<file path="config.mk">
export PLATFORM = sky130hd
export DESIGN_NAME = lsu_mem
export DESIGN_NICKNAME = d
export VERILOG_FILES = /design/src/rtl/core_pkg.sv /design/src/rtl/lsu_align.sv /design/src/rtl/lsu_mem.sv
export SDC_FILE = /design/constraint.sdc
export NUM_CORES = 1
export LEC_CHECK = 0
export CAP_MARGIN = 5
export CORE_ASPECT_RATIO = 0.8
export CORE_MARGIN = 2
export CORE_UTILIZATION = 41
export DETAILED_ROUTE_END_ITERATION = 16
export PLACE_DENSITY_LB_ADDON = 0.1
export SLEW_MARGIN = 20
export SYNTH_ARGS = -nofsm -noshare
export SYNTH_HDL_FRONTEND = slang
export SYNTH_HIERARCHICAL = 1
export SYNTH_SLANG_ARGS = --single-unit
</file>
<file path="constraint.sdc">
create_clock -name clk -period 3.95 [get_ports clk]
set_input_delay 0.79 -clock clk [delete_from_list [all_inputs] [get_ports clk]]
set_output_delay 0.79 -clock clk [all_outputs]
set_load 0.01 [all_outputs]
</file>
<file path="src/rtl/core_pkg.sv">
// Shared types and constants for the load/store unit: funct3 memory opcodes,
// LSU FSM states, datapath widths and the illegal-access decode.
package core_pkg;

    localparam int XLEN    = 32;
    localparam int MEMOP_W = 3;

    typedef enum logic [2:0] {
        MEM_B  = 3'b000,
        MEM_H  = 3'b001,
        MEM_W  = 3'b010,
        MEM_BU = 3'b100,
        MEM_HU = 3'b101
    } memop_e;

    typedef enum logic [1:0] {
        IDLE = 2'b00,
        REQ  = 2'b01,
        WAIT = 2'b10,
        DONE = 2'b11
    } lsu_state_e;

    // Loads have no 011/110/111 forms; stores only exist as 000..010.
    function automatic logic is_illegal(input logic rd, input logic wr,
                                        input logic [MEMOP_W-1:0] op);
        logic ill;
        if (rd && wr) begin
            ill = 1'b1;
        end else if (rd) begin
            ill = (op == 3'b011) || (op == 3'b110) || (op == 3'b111);
        end else begin
            ill = (op > 3'b010);
        end
        return ill;
    endfunction

endpackage

</file>
<file path="src/rtl/lsu_align.sv">
// Combinational lane logic: store replication/strobes, load extract with
// sign/zero extension, and size-based misalign detection.
module lsu_align
    import core_pkg::*;
(
    input  logic [MEMOP_W-1:0] op,
    input  logic [1:0]         addr_lo,
    input  logic [XLEN-1:0]    wdata,
    input  logic [XLEN-1:0]    rdata,
    output logic [XLEN-1:0]    st_data,
    output logic [XLEN/8-1:0]  st_strb,
    output logic [XLEN-1:0]    ld_data,
    output logic               misalign
);

    logic [7:0]  ld_byte;
    logic [15:0] ld_half;

    // Store lanes, strobes and alignment by access size.
    always_comb begin
        st_data  = wdata;
        st_strb  = 4'b1111;
        misalign = 1'b0;
        case (op[1:0])
            2'b00: begin
                st_data = {4{wdata[7:0]}};
                st_strb = 4'b0001 << addr_lo;
            end
            2'b01: begin
                st_data  = {2{wdata[15:0]}};
                st_strb  = 4'b0011 << {addr_lo[1], 1'b0};
                misalign = addr_lo[0];
            end
            2'b10: begin
                misalign = (addr_lo != 2'b00);
            end
            default: begin
                misalign = 1'b0;
            end
        endcase
    end

    // Load lane select and extension.
    always_comb begin
        case (addr_lo)
            2'b00:   ld_byte = rdata[7:0];
            2'b01:   ld_byte = rdata[15:8];
            2'b10:   ld_byte = rdata[23:16];
            default: ld_byte = rdata[31:24];
        endcase
        if (addr_lo[1]) begin
            ld_half = rdata[31:16];
        end else begin
            ld_half = rdata[15:0];
        end
        case (op)
            MEM_B:   ld_data = {{24{ld_byte[7]}}, ld_byte};
            MEM_BU:  ld_data = {24'd0, ld_byte};
            MEM_H:   ld_data = {{16{ld_half[15]}}, ld_half};
            MEM_HU:  ld_data = {16'd0, ld_half};
            MEM_W:   ld_data = rdata;
            default: ld_data = 32'd0;
        endcase
    end

endmodule

</file>
<file path="src/rtl/lsu_mem.sv">
// Multi-cycle load/store unit FSM (IDLE/REQ/WAIT/DONE) with registered outputs.
module lsu_mem
    import core_pkg::*;
(
    input  logic               clk,
    input  logic               rst,
    input  logic               req_valid,
    output logic               req_ready,
    input  logic               req_read,
    input  logic               req_write,
    input  logic [MEMOP_W-1:0] req_opcode,
    input  logic [XLEN-1:0]    req_addr,
    input  logic [XLEN-1:0]    req_wdata,
    output logic               rsp_valid,
    output logic [XLEN-1:0]    rsp_rdata,
    output logic               rsp_misalign,
    output logic               rsp_illegal,
    output logic               lsu_busy,
    output logic               bus_req_valid,
    input  logic               bus_req_ready,
    output logic               bus_req_write,
    output logic [XLEN-1:0]    bus_req_addr,
    output logic [XLEN-1:0]    bus_req_wdata,
    output logic [XLEN/8-1:0]  bus_req_wstrb,
    input  logic               bus_rsp_valid,
    input  logic [XLEN-1:0]    bus_rsp_rdata
);

    lsu_state_e         state;
    logic [MEMOP_W-1:0] op;
    logic [1:0]         addr_lo;
    logic               accept;
    logic               illegal;
    logic [MEMOP_W-1:0] a_op;
    logic [1:0]         a_addr_lo;
    logic [XLEN-1:0]    st_data;
    logic [XLEN/8-1:0]  st_strb;
    logic [XLEN-1:0]    ld_data;
    logic               misalign;

    // The align block sees the live request in IDLE and the latched op afterwards.
    always_comb begin
        accept  = (state == IDLE) && req_ready && req_valid && (req_read || req_write);
        illegal = is_illegal(req_read, req_write, req_opcode);
        if (state == IDLE) begin
            a_op      = req_opcode;
            a_addr_lo = req_addr[1:0];
        end else begin
            a_op      = op;
            a_addr_lo = addr_lo;
        end
    end

    lsu_align u_align (
        .op       (a_op),
        .addr_lo  (a_addr_lo),
        .wdata    (req_wdata),
        .rdata    (bus_rsp_rdata),
        .st_data  (st_data),
        .st_strb  (st_strb),
        .ld_data  (ld_data),
        .misalign (misalign)
    );

    // Main FSM with all outputs registered.
    always_ff @(posedge clk) begin
        if (rst) begin
            state         <= IDLE;
            op            <= 3'b000;
            addr_lo       <= 2'b00;
            req_ready     <= 1'b0;
            lsu_busy      <= 1'b0;
            rsp_valid     <= 1'b0;
            rsp_rdata     <= 32'd0;
            rsp_misalign  <= 1'b0;
            rsp_illegal   <= 1'b0;
            bus_req_valid <= 1'b0;
            bus_req_write <= 1'b0;
            bus_req_addr  <= 32'd0;
            bus_req_wdata <= 32'd0;
            bus_req_wstrb <= 4'b0000;
        end else begin
            case (state)
                IDLE: begin
                    if (accept) begin
                        op            <= req_opcode;
                        addr_lo       <= req_addr[1:0];
                        req_ready     <= 1'b0;
                        lsu_busy      <= 1'b1;
                        bus_req_write <= req_write;
                        bus_req_addr  <= {req_addr[31:2], 2'b00};
                        bus_req_wdata <= req_write ? st_data : 32'd0;
                        bus_req_wstrb <= req_write ? st_strb : 4'b1111;
                        if (illegal || misalign) begin
                            state        <= DONE;
                            rsp_valid    <= 1'b1;
                            rsp_rdata    <= 32'd0;
                            rsp_illegal  <= illegal;
                            rsp_misalign <= !illegal && misalign;
                        end else begin
                            state         <= REQ;
                            bus_req_valid <= 1'b1;
                        end
                    end else begin
                        req_ready <= 1'b1;
                    end
                end
                REQ: begin
                    if (bus_req_ready) begin
                        bus_req_valid <= 1'b0;
                        if (bus_req_write) begin
                            state        <= DONE;
                            rsp_valid    <= 1'b1;
                            rsp_rdata    <= 32'd0;
                            rsp_illegal  <= 1'b0;
                            rsp_misalign <= 1'b0;
                        end else begin
                            state <= WAIT;
                        end
                    end
                end
                WAIT: begin
                    if (bus_rsp_valid) begin
                        state        <= DONE;
                        rsp_valid    <= 1'b1;
                        rsp_rdata    <= ld_data;
                        rsp_illegal  <= 1'b0;
                        rsp_misalign <= 1'b0;
                    end
                end
                DONE: begin
                    state     <= IDLE;
                    rsp_valid <= 1'b0;
                    lsu_busy  <= 1'b0;
                    req_ready <= 1'b1;
                end
                default: begin
                    state <= IDLE;
                end
            endcase
        end
    end

endmodule
</file>
After elaboration in Yosys (flattened, before gate mapping)
Index checks and enable logic that the tools add are counted.
W data, S select, Z words.
{"block": "totals", "register_bits": 112, "latchBits": 0, "mem_bits_rw": 0, "rom_bits": 0, "inputBits": 106, "mem_count": 0}
{"block": "op_classes", "addsub": 0, "multipliers": 0, "div_mod_pow": 0, "order_cmp": 1, "n_eq_ne": 20, "n_shift": 2, "n_mux": 47, "bitwise_logic": 0, "n_reduce_logical": 24}
{"op": "$mux W32", "count": 6}
{"op": "$pmux W32 S5", "count": 1}
{"op": "$pmux W32 S3", "count": 1}
{"op": "$pmux W32 S2", "count": 1}
{"op": "$pmux W8 S3", "count": 1}
{"op": "$mux W1", "count": 20}
{"op": "$mux W16", "count": 1}
{"op": "$eq A3 B3 Y1 const B", "count": 4}
{"op": "$mux W2", "count": 5}
{"op": "$ne A2 B2 Y1 const B", "count": 5}
{"op": "$eq A2 B2 Y1 const B", "count": 4}
{"op": "$pmux W1 S2", "count": 4}
{"op": "$pmux W2 S4", "count": 1}
{"op": "$pmux W4 S2", "count": 1}
{"op": "$eq A2 B1 Y1 const B", "count": 3}
{"op": "$eq A3 B2 Y1 const B", "count": 2}
{"op": "$logic_not A2 Y1", "count": 3}
{"op": "$pmux W1 S3", "count": 2}
{"op": "$reduce_and A6 Y1", "count": 1}
{"op": "$reduce_bool A2 Y1", "count": 3}
{"op": "$logic_and A1 B1 Y1", "count": 5}
{"op": "$reduce_and A5 Y1", "count": 1}
{"op": "$logic_or A1 B1 Y1", "count": 4}
{"op": "$mux W4", "count": 1}
{"op": "other kinds (13)", "count": 14}

Logic depth before layout (Yosys ltp)
Gate-level depths: netlist of run 1.
{"block": "depth", "depth_word": 10, "ltp_mapped": 14}

By module
The synthesis of run 1 kept the hierarchy.
{"mod": "lsu_mem", "n_inst": 1, "cells_per_inst": 467, "area_each_um2": 4480.5, "seq_area_each_um2": 2242.2}
{"mod": "lsu_align", "n_inst": 1, "cells_per_inst": 180, "area_each_um2": 1292.5, "seq_area_each_um2": 0.0}

Worst setup path after synthesis of run 1
Ideal clock, no wire load.
{"block": "synth_timing", "path_type": "flip-flop to flip-flop", "startpoint": "register state[0]", "endpoint": "register rsp_rdata[14]", "t_arrival_ns": 3.304, "t_required_ns": 3.834, "slack_ns": 0.529, "stages_incl_launch_ff": 15, "n_path_buf": 4, "synth_period_minus_slack_ns": 3.421, "path_cell_list": "dfxtp_1 > inv_1 > ha_1 > clkbuf_1 > mux2_2 > inv_1 > ha_1 > clkbuf_1 > clkbuf_1 > nand2_1 > a21boi_0 > a2111oi_4 > buf_2 > o311a_1 > a41o_1"}
{"block": "synth_via", "elab_chain_cells": 7}
{"item": "start, declared", "line": "lsu_mem.sv:29", "text": "lsu_state_e state;"}
{"item": "start signal, assigned", "line": "lsu_mem.sv:68", "text": "state <= IDLE;"}
{"item": "start signal, assigned", "line": "lsu_mem.sv:95", "text": "state <= DONE;"}
{"item": "start signal, assigned", "line": "lsu_mem.sv:101", "text": "state <= REQ;"}
{"item": "$logic_not A2 Y1 *", "line": "lsu_mem.sv:45", "text": "if (state == IDLE) begin"}
{"item": "$mux W3 *", "line": "lsu_mem.sv:45"}
{"item": "named net a_op[1]", "line": "lsu_mem.sv:34", "text": "logic [MEMOP_W-1:0] a_op;"}
{"item": "$eq A2 B2 Y1 / $eq A2 B1 Y1 (equally long branches)", "line": "lsu_align.sv:24", "text": "case (op[1:0])"}
{"item": "$pmux W1 S2 *", "line": "lsu_align.sv:24"}
{"item": "named net misalign", "line": "lsu_mem.sv:39", "text": "logic misalign;"}
{"item": "$logic_or A1 B1 Y1 *", "line": "lsu_mem.sv:94", "text": "if (illegal || misalign) begin"}
{"item": "$ne A2 B1 Y1 (no line) *"}
{"item": "$reduce_and A6 Y1 (no line) *"}
{"item": "end signal, assigned", "line": "lsu_mem.sv:126", "text": "rsp_rdata <= ld_data;"}
{"item": "end, declared", "line": "lsu_mem.sv:15", "text": "output logic [XLEN-1:0] rsp_rdata,"}
Mark *: on every way through the listed nets, which the timed path passes. The rest lies on a longest branch. The select of a mux whose other input is x is not followed.
A chain may end at the register's enable or synchronous reset.

Worst setup path in the final report of run 1
{"block": "layout_timing", "startpoint": "register state[0]", "endpoint": "register rsp_rdata[17]"}
{"block": "layout_via", "elab_chain_cells": 7}
{"item": "$logic_not A2 Y1 *", "line": "lsu_mem.sv:45"}
{"item": "$mux W2 *", "line": "lsu_mem.sv:45"}
{"item": "named net a_addr_lo[0]", "line": "lsu_mem.sv:35", "text": "logic [1:0] a_addr_lo;"}
{"item": "$reduce_bool A2 Y1", "line": "lsu_align.sv:35", "text": "misalign = (addr_lo != 2'b00);"}
{"item": "$pmux W1 S2 *", "line": "lsu_align.sv:24"}
{"item": "named net misalign", "line": "lsu_mem.sv:39"}
{"item": "$logic_or A1 B1 Y1 *", "line": "lsu_mem.sv:94"}
{"item": "$ne A2 B1 Y1 (no line) *"}
{"item": "$reduce_and A6 Y1 (no line) *"}
Marks and branches as above.

==> results of run 1 <==
sequential cells by signal, summed over array words and instances, names as in the netlist, 2 cells and up:
register / flops
bus_req_wstrb: 4
rsp_rdata: 32
bus_req_wdata: 32
op: 3
state: 2
addr_lo: 2
bus_req_addr: 30
through the flow:
step	setup slack (ns)	hold slack, ns
floorplan	0.529	0.434
global placement	0.554	0.441
detailed placement	0.425	0.447
CTS	0.477	0.458
global route	0.213	0.475
finish	0.417	0.454
layout make-up:
type	instances	area, sq um	share of cell area, %
multi-input cells	439	3080	37.7
flip-flops and latches	112	2240	27.5
repair buffers	227	2240	27.4
clock buffers	11	253	3.10
well taps	180	225	2.76
clock inverters	5	63.8	0.782
inverters	17	63.8	0.782
cell usage in the layout (no fill, tap or decap), types with 4 or more instances in the layout:
cell type,instances
a211oi_1,4
a21oi_1,54
a222oi_1,8
a22o_1,9
a22oi_1,49
a41o_1,31
buf_4,16
clkbuf_16,9
clkdlybuf4s50_1,209
dfxtp_1,112
ha_1,8
inv_1,16
mux2_2,30
mux4_2,7
nand2_1,107
nor2_1,43
nor2b_1,6
o21ai_0,10
o22ai_1,8
o311a_1,32
worst paths after layout:
check | start | to
setup / recovery | state[0] | rsp_rdata[17]
hold / removal | bus_req_addr[9] | bus_req_addr[9]
setup reg to reg | state[0] | rsp_rdata[17]
hold reg to reg | bus_req_addr[9] | bus_req_addr[9]
cell families after synthesis:
kind of cell             Yosys count
AO/OA/AOI/OAI                    220
adder cells (fa/ha/maj)            8
buffers and inverters             97
flip-flops                       112
multiplexers                      42
other                              1
AND/OR/NAND/NOR                  167
worst reg2reg max path: stages (launching register included):
cell and delay [ns]:
dfxtp_1 0.33, inv_1 0.15, ha_1 0.59, mux2_2 0.56, o21ai_0 0.19, a21boi_0 0.21, a2111oi_4 0.70, buf_4 0.42
o311a_1 0.23, a41o_1 0.09
synthesized netlist by cell type (2+ instances only):
library cell / instances
mux2_2: 30
o22ai_1: 8
nor2b_1: 7
mux4_2: 7
buf_4: 11
a222oi_1: 8
ha_1: 8
o311a_1: 32
a221oi_1: 2
a41o_1: 31
clkbuf_1: 52
nand2_1: 107
a22o_1: 9
nor2_1: 43
nand2b_1: 2
buf_2: 5
a211oi_1: 4
dfxtp_1: 112
o21ai_0: 10
a22oi_1: 49
buf_6: 9
buf_1: 3
mux2i_1: 3
inv_1: 17
a21oi_1: 54
report_power, final:
| part | switching (W) | total (W) | internal, W |
|---|---|---|---|
| sequential | 0.0000850 | 0.00135 | 0.00126 |
| clock | 0.000431 | 0.000964 | 0.000533 |
| combinational | 0.00131 | 0.00224 | 0.000932 |
metal layers:
metal | track usage, % | vias to the layer above
li1 | - | 2715
met1 | 33.9 | 2736
met2 | 36.4 | 264
met3 | 6.58 | 22
met4 | 6.70 | 0
met5 | 0 | -
==> impl_metrics.csv, run 1 <==
group,metric,value,unit
route,viasPerCell,5.79,
critical_path,startpoint_type,"flop",
synthesis,synth_top_cells_by_area,"dfxtp_1 (39%), nand2_1 (7.0%), a22oi_1 (6.4%), mux2_2 (5.9%), o311a_1 (5.5%)",
critical_path,reg2reg_slack,0.42,ns
critical_path,path_delay_family,"compound AO/OA/AOI/OAI gates",
synthesis,netlist_area,5770,sq um
critical_path,r2r_cells,9,
final_layout,areaGrowthSynthToFinish,41.4,%
synthesis,yosysTopAreaCellShare,38.8,%
route,vias,5737,
synthesis,synth.avg_cell_area,8.92,sq um
clocking,cts_buffer_depth,2,
outcome,status,"completed",
synthesis,synth_warnings,6,
route,dr_wl_met3,1.79,mm
synthesis,synth_compound_area_share,29.7,%
placement,hpwlAfterDp,13.0,mm
sta,rsz0062_at_grt,"no",
global_routing,grt_first_pass_wirelength,28.4,mm
synthesis,yosysUniqueCellTypes,49,
power,p_total,0.00455,W
final_layout,nFillCells,1193,
global_routing,antenna_found_initial,0,
hold_path,min_path_cells,2,
sta,max_slew_margin,43.4,%
synthesis,ys_async_sr_fraction,0,%
sta,max_freq,283,MHz
final_layout,fin_cells,991,
sta,setup-tns-final,0,ns
critical_path,crit_type,"reg -> reg",
synthesis,muxShareOfSynthArea,9.56,%
placement,portBuffers,210,
route,highest_layer,"met4",
critical_path,cp.depth,9,
global_routing,grt_pass1_vias,5276,
floorplan,num_io_pins,213,
floorplan,start_util,42.3,%
hold_path,hold_path_class,"reg -> reg",
clocking,postCtsHoldBufs,0,
sta,post-route-period-util,89.4,%
synthesis,synthAdderAreaFrac,1.73,%
synthesis,synth_top_family_by_area,"compound AO/OA/AOI/OAI gates",
synthesis,synthCells,647,
global_routing,grt_max_degree,83,
critical_path,cp.required,4.25,ns
clocking,cts.htree.levels,3,
sta,drv_slew,0,
floorplan,dieHeight,110,um
synthesis,ys_ff_latch,112,
synthesis,synth_area_leader_cell,"dfxtp_1",
power,p_leak,3.25,nW
flow_run,drv_cap,0,
synthesis,synth-seq-area-share,38.8,%
global_routing,grt_use_total,24.2,%
placement,placed_cells,975,
clocking,clock_sinks,112,
route,drtIter0Drc,491,
clocking,post_cts_resized,0,
clocking,clkLatencyLatePin,0.36,ns
clocking,cts_tree,"done",
sta,fin_crit,3.53,ns
clocking,numCtsBuffers,9,
critical_path,path_cells,"inv_1 -> ha_1 -> mux2_2 -> o21ai_0 -> a21boi_0 -> a2111oi_4 -> buf_4 -> o311a_1 -> a41o_1",
synthesis,synth-simple-area-share,11.8,%
critical_path,critPathArrivalTime,3.83,ns
final_layout,fin_util,59.8,%
synthesis,synth_edf_count,0,
floorplan,rows,38,
critical_path,slowest_delay,0.70,ns
route,drtPass1Iterations,7,
clocking,cts-root-buf,"clkbuf_16",
final_layout,fin_area,8160,sq um
final_layout,drive_above_1_share,9.74,%
route,wl_per_cell,18.5,um
critical_path,cp_num_buf_inv,2,
route,wl,18.4,mm
floorplan,die_w,137,um
clocking,clk_pin_slew,0.07,ns
placement,dpl_cell_area,7840,sq um
route,ant_nets,0,
critical_path,critPathCaptureType,"flop",
sta,setup_viol,0,
critical_path,crit_fanout,23,
floorplan,core_area,13600,sq um
power,max-vdd-ir-drop,336,uV
floorplan,die_area,15100,sq um
synthesis,synth-xor-area-share,0,%
final_layout,final_nets,920,
final_layout,antennaDiodeCount,0,
global_routing,grt_overflow,0,
route,m1WireLength,8.06,mm
sta,fin_skew,0.00718,ns
critical_path,cp_slowest_cell,"a2111oi_4",
power,power_per_cell_area,558,nW/um^2
synthesis,dominantRegCellSynth,"dfxtp_1",
sta,finalHoldViolCount,0,
clocking,post-cts-setup-buffers,0,
route,remaining_drc_errors,0,
placement,gp_congestion,0.887,
route,wl_met2,8.28,mm
sta,tightestPinTransition,0.849,ns
Note: power is estimated with default switching activity, not from simulation.
==> run 2: changes to the inputs <==
--- a/config.mk
+++ b/config.mk
@@ -11,6 +11,7 @@
 export CORE_UTILIZATION = 41
 export DETAILED_ROUTE_END_ITERATION = 16
 export PLACE_DENSITY_LB_ADDON = 0.1
+export SETUP_SLACK_MARGIN = 0.2
 export SLEW_MARGIN = 20
 export SYNTH_ARGS = -nofsm -noshare
 export SYNTH_HDL_FRONTEND = slang
==> constraint.sdc (replaced) <==
create_clock -name clk -period 3.38 [get_ports clk]
set_input_delay 0.676 -clock clk [delete_from_list [all_inputs] [get_ports clk]]
set_output_delay 0.676 -clock clk [all_outputs]
set_load 0.01 [all_outputs]
==> impl_metrics.csv, run 2 (same netlist as run 1, synthesis figures left out) <==
group,metric,value,unit
sta,setup_ws,0.394,ns
sta,tightestPinTransition,0.660,ns
global_routing,grt_max_degree,68,
floorplan,num_io_pins,213,
power,max-vdd-ir-drop,352,uV
final_layout,final_nets,926,
clocking,postCtsHoldBufs,0,
sta,max_slew_margin,56.0,%
global_routing,grt_pass1_vias,5244,
placement,dpl_cell_area,7910,sq um
sta,fin_crit,2.99,ns
power,internal-power,0.00327,W
sta,drv_slew,0,
power,pwr-share-comb,49.9,%
global_routing,grt_overflow,0,
outcome,status,"completed",
final_layout,reg_top3,"bus_req_wdata (32), rsp_rdata (32), bus_req_addr (30)",
final_layout,areaGrowthSynthToFinish,42.7,%
critical_path,startpoint_type,"flop",
global_routing,grt_use_total,23.8,%
floorplan,dieHeight,110,um
floorplan,rows,38,
route,ant_nets,0,
critical_path,critPathArrivalTime,3.23,ns
sta,rsz0062_at_grt,"no",
critical_path,crit_type,"reg -> reg",
placement,portBuffers,210,
critical_path,critPathCaptureType,"flop",
route,vias,5707,
power,switching_power,0.00216,W
power,p_leak,3.29,nW
placement,dpl_worst_slack,0.206,ns
route,wl,18.4,mm
placement,gp_congestion,0.874,
critical_path,cp.required,3.62,ns
floorplan,start_util,42.3,%
clocking,numCtsBuffers,9,
sta,max_freq,335,MHz
final_layout,drive_above_1_share,10.3,%
power,switching_share,39.8,%
sta,finalHoldViolCount,0,
sta,holdWs,0.455,ns
clocking,cts_tree,"done",
clocking,clkLatencyLatePin,0.35,ns
sta,post-route-period-util,88.3,%
clocking,cts_buffer_depth,2,
critical_path,regToRegStartpoint,"state[0]",
sta,setup-tns-final,0,ns
power,power_per_cell_area,660,nW/um^2
hold_path,min_path_cells,2,
route,viasPerCell,5.72,
final_layout,most-common-layout-cells,"clkdlybuf4s50_1 (209), dfxtp_1 (112), nand2_1 (107)",
global_routing,grt_first_pass_wirelength,28.2,mm
critical_path,crit_fanout,13,
global_routing,antenna_found_initial,0,
route,drtPass1Iterations,5,
sta,setup_viol,0,
route,drtIter0Drc,537,
placement,hpwlAfterDp,13.0,mm
hold_path,min_to,"bus_req_addr[18]",
clocking,post-cts-setup-buffers,0,
clocking,cts.htree.levels,3,
clocking,post_cts_resized,0,
final_layout,fin_area,8240,sq um
power,pwr-share-seq,29.0,%
hold_path,hold_path_class,"reg -> reg",
flow_run,drv_cap,0,
sta,fin_skew,0.00947,ns
power,power.share.clock,21.1,%
critical_path,reg2reg_slack,0.39,ns
power,p_total,0.00543,W
final_layout,nFillCells,1149,
clocking,cts-root-buf,"clkbuf_16",
critical_path,r2r_cells,11,
floorplan,die_w,137,um
route,wl_per_cell,18.5,um
final_layout,multi_input_area,3080,sq um
final_layout,seq_area,2240,sq um
final_layout,antennaDiodeCount,0,
floorplan,die_area,15100,sq um
floorplan,core_area,13600,sq um
hold_path,min_from,"bus_req_addr[18]",
clocking,clk_pin_slew,0.08,ns
critical_path,r2r-end,"rsp_valid",
route,remaining_drc_errors,0,
final_layout,mostFrequentLayoutCell,"clkdlybuf4s50_1",
clocking,clock_sinks,112,
## run 2: layout make-up
cell class                      instances  share of cell area, %
Multi-Input combinational cell        439                   37.3
Inverter                               17                  0.775
Clock buffer                           11                   3.07
Clock inverter                          5                  0.866
Timing Repair Buffer                  233                   28.0
Sequential cell                       112                   27.2
Tap cell                              180                   2.73
## run 2: layer usage
metal / up-vias / share of wire, % / track usage, % / wire, um
met5: - / 0 / 0 / 0
met4: 0 / 1.3 / 5.28 / 244
met3: 21 / 8.4 / 5.72 / 1560
met2: 219 / 44 / 36.1 / 8030
met1: 2742 / 47 / 34.3 / 8590
li1: 2725 / - / - / -
## run 2: through the flow
stage / cells / util, %
finish: 997 / 60.4
floorplan: 648 / -
global placement: 981 / 58.0
global route: 997 / 60.4
CTS: 997 / 60.4
detailed placement: 981 / 58.0
## run 2: worst max-delay path by stage
| stage | end | cells past startpoint | start | slack (ns) |
|---|---|---|---|---|
| after global routing | rsp_rdata[23] | 11 | state[0] | 0.26 |
| after detailed placement | rsp_rdata[23] | 10 | req_opcode[0] | 0.21 |
| final | rsp_valid | 11 | state[0] | 0.39 |
| after global placement | rsp_rdata[25] | 10 | req_opcode[0] | 0.33 |
| after floorplan | rsp_valid | 13 | state[0] | 0.25 |
| after CTS | rsp_rdata[23] | 11 | state[0] | 0.41 |
## run 2: critical path: stages (launching register included)
cell	delay, ns
dfxtp_1	0.34
inv_1	0.15
ha_1	0.37
mux2_2	0.40
inv_1	0.09
ha_1	0.18
o21ai_0	0.09
a21boi_1	0.34
a2111oi_4	0.09
buf_4	0.22
nor3_1	0.27
mux2_1	0.35
## run 2: power groups by stage
stage                     Combinational, W  Sequential [W]  Clock [W]
after floorplan                    0.00176         0.00165          0
after global placement             0.00263         0.00159          0
after detailed placement           0.00267         0.00160          0
after CTS                          0.00269         0.00157    0.00118
after global routing               0.00295         0.00159    0.00123
final                              0.00271         0.00157    0.00115
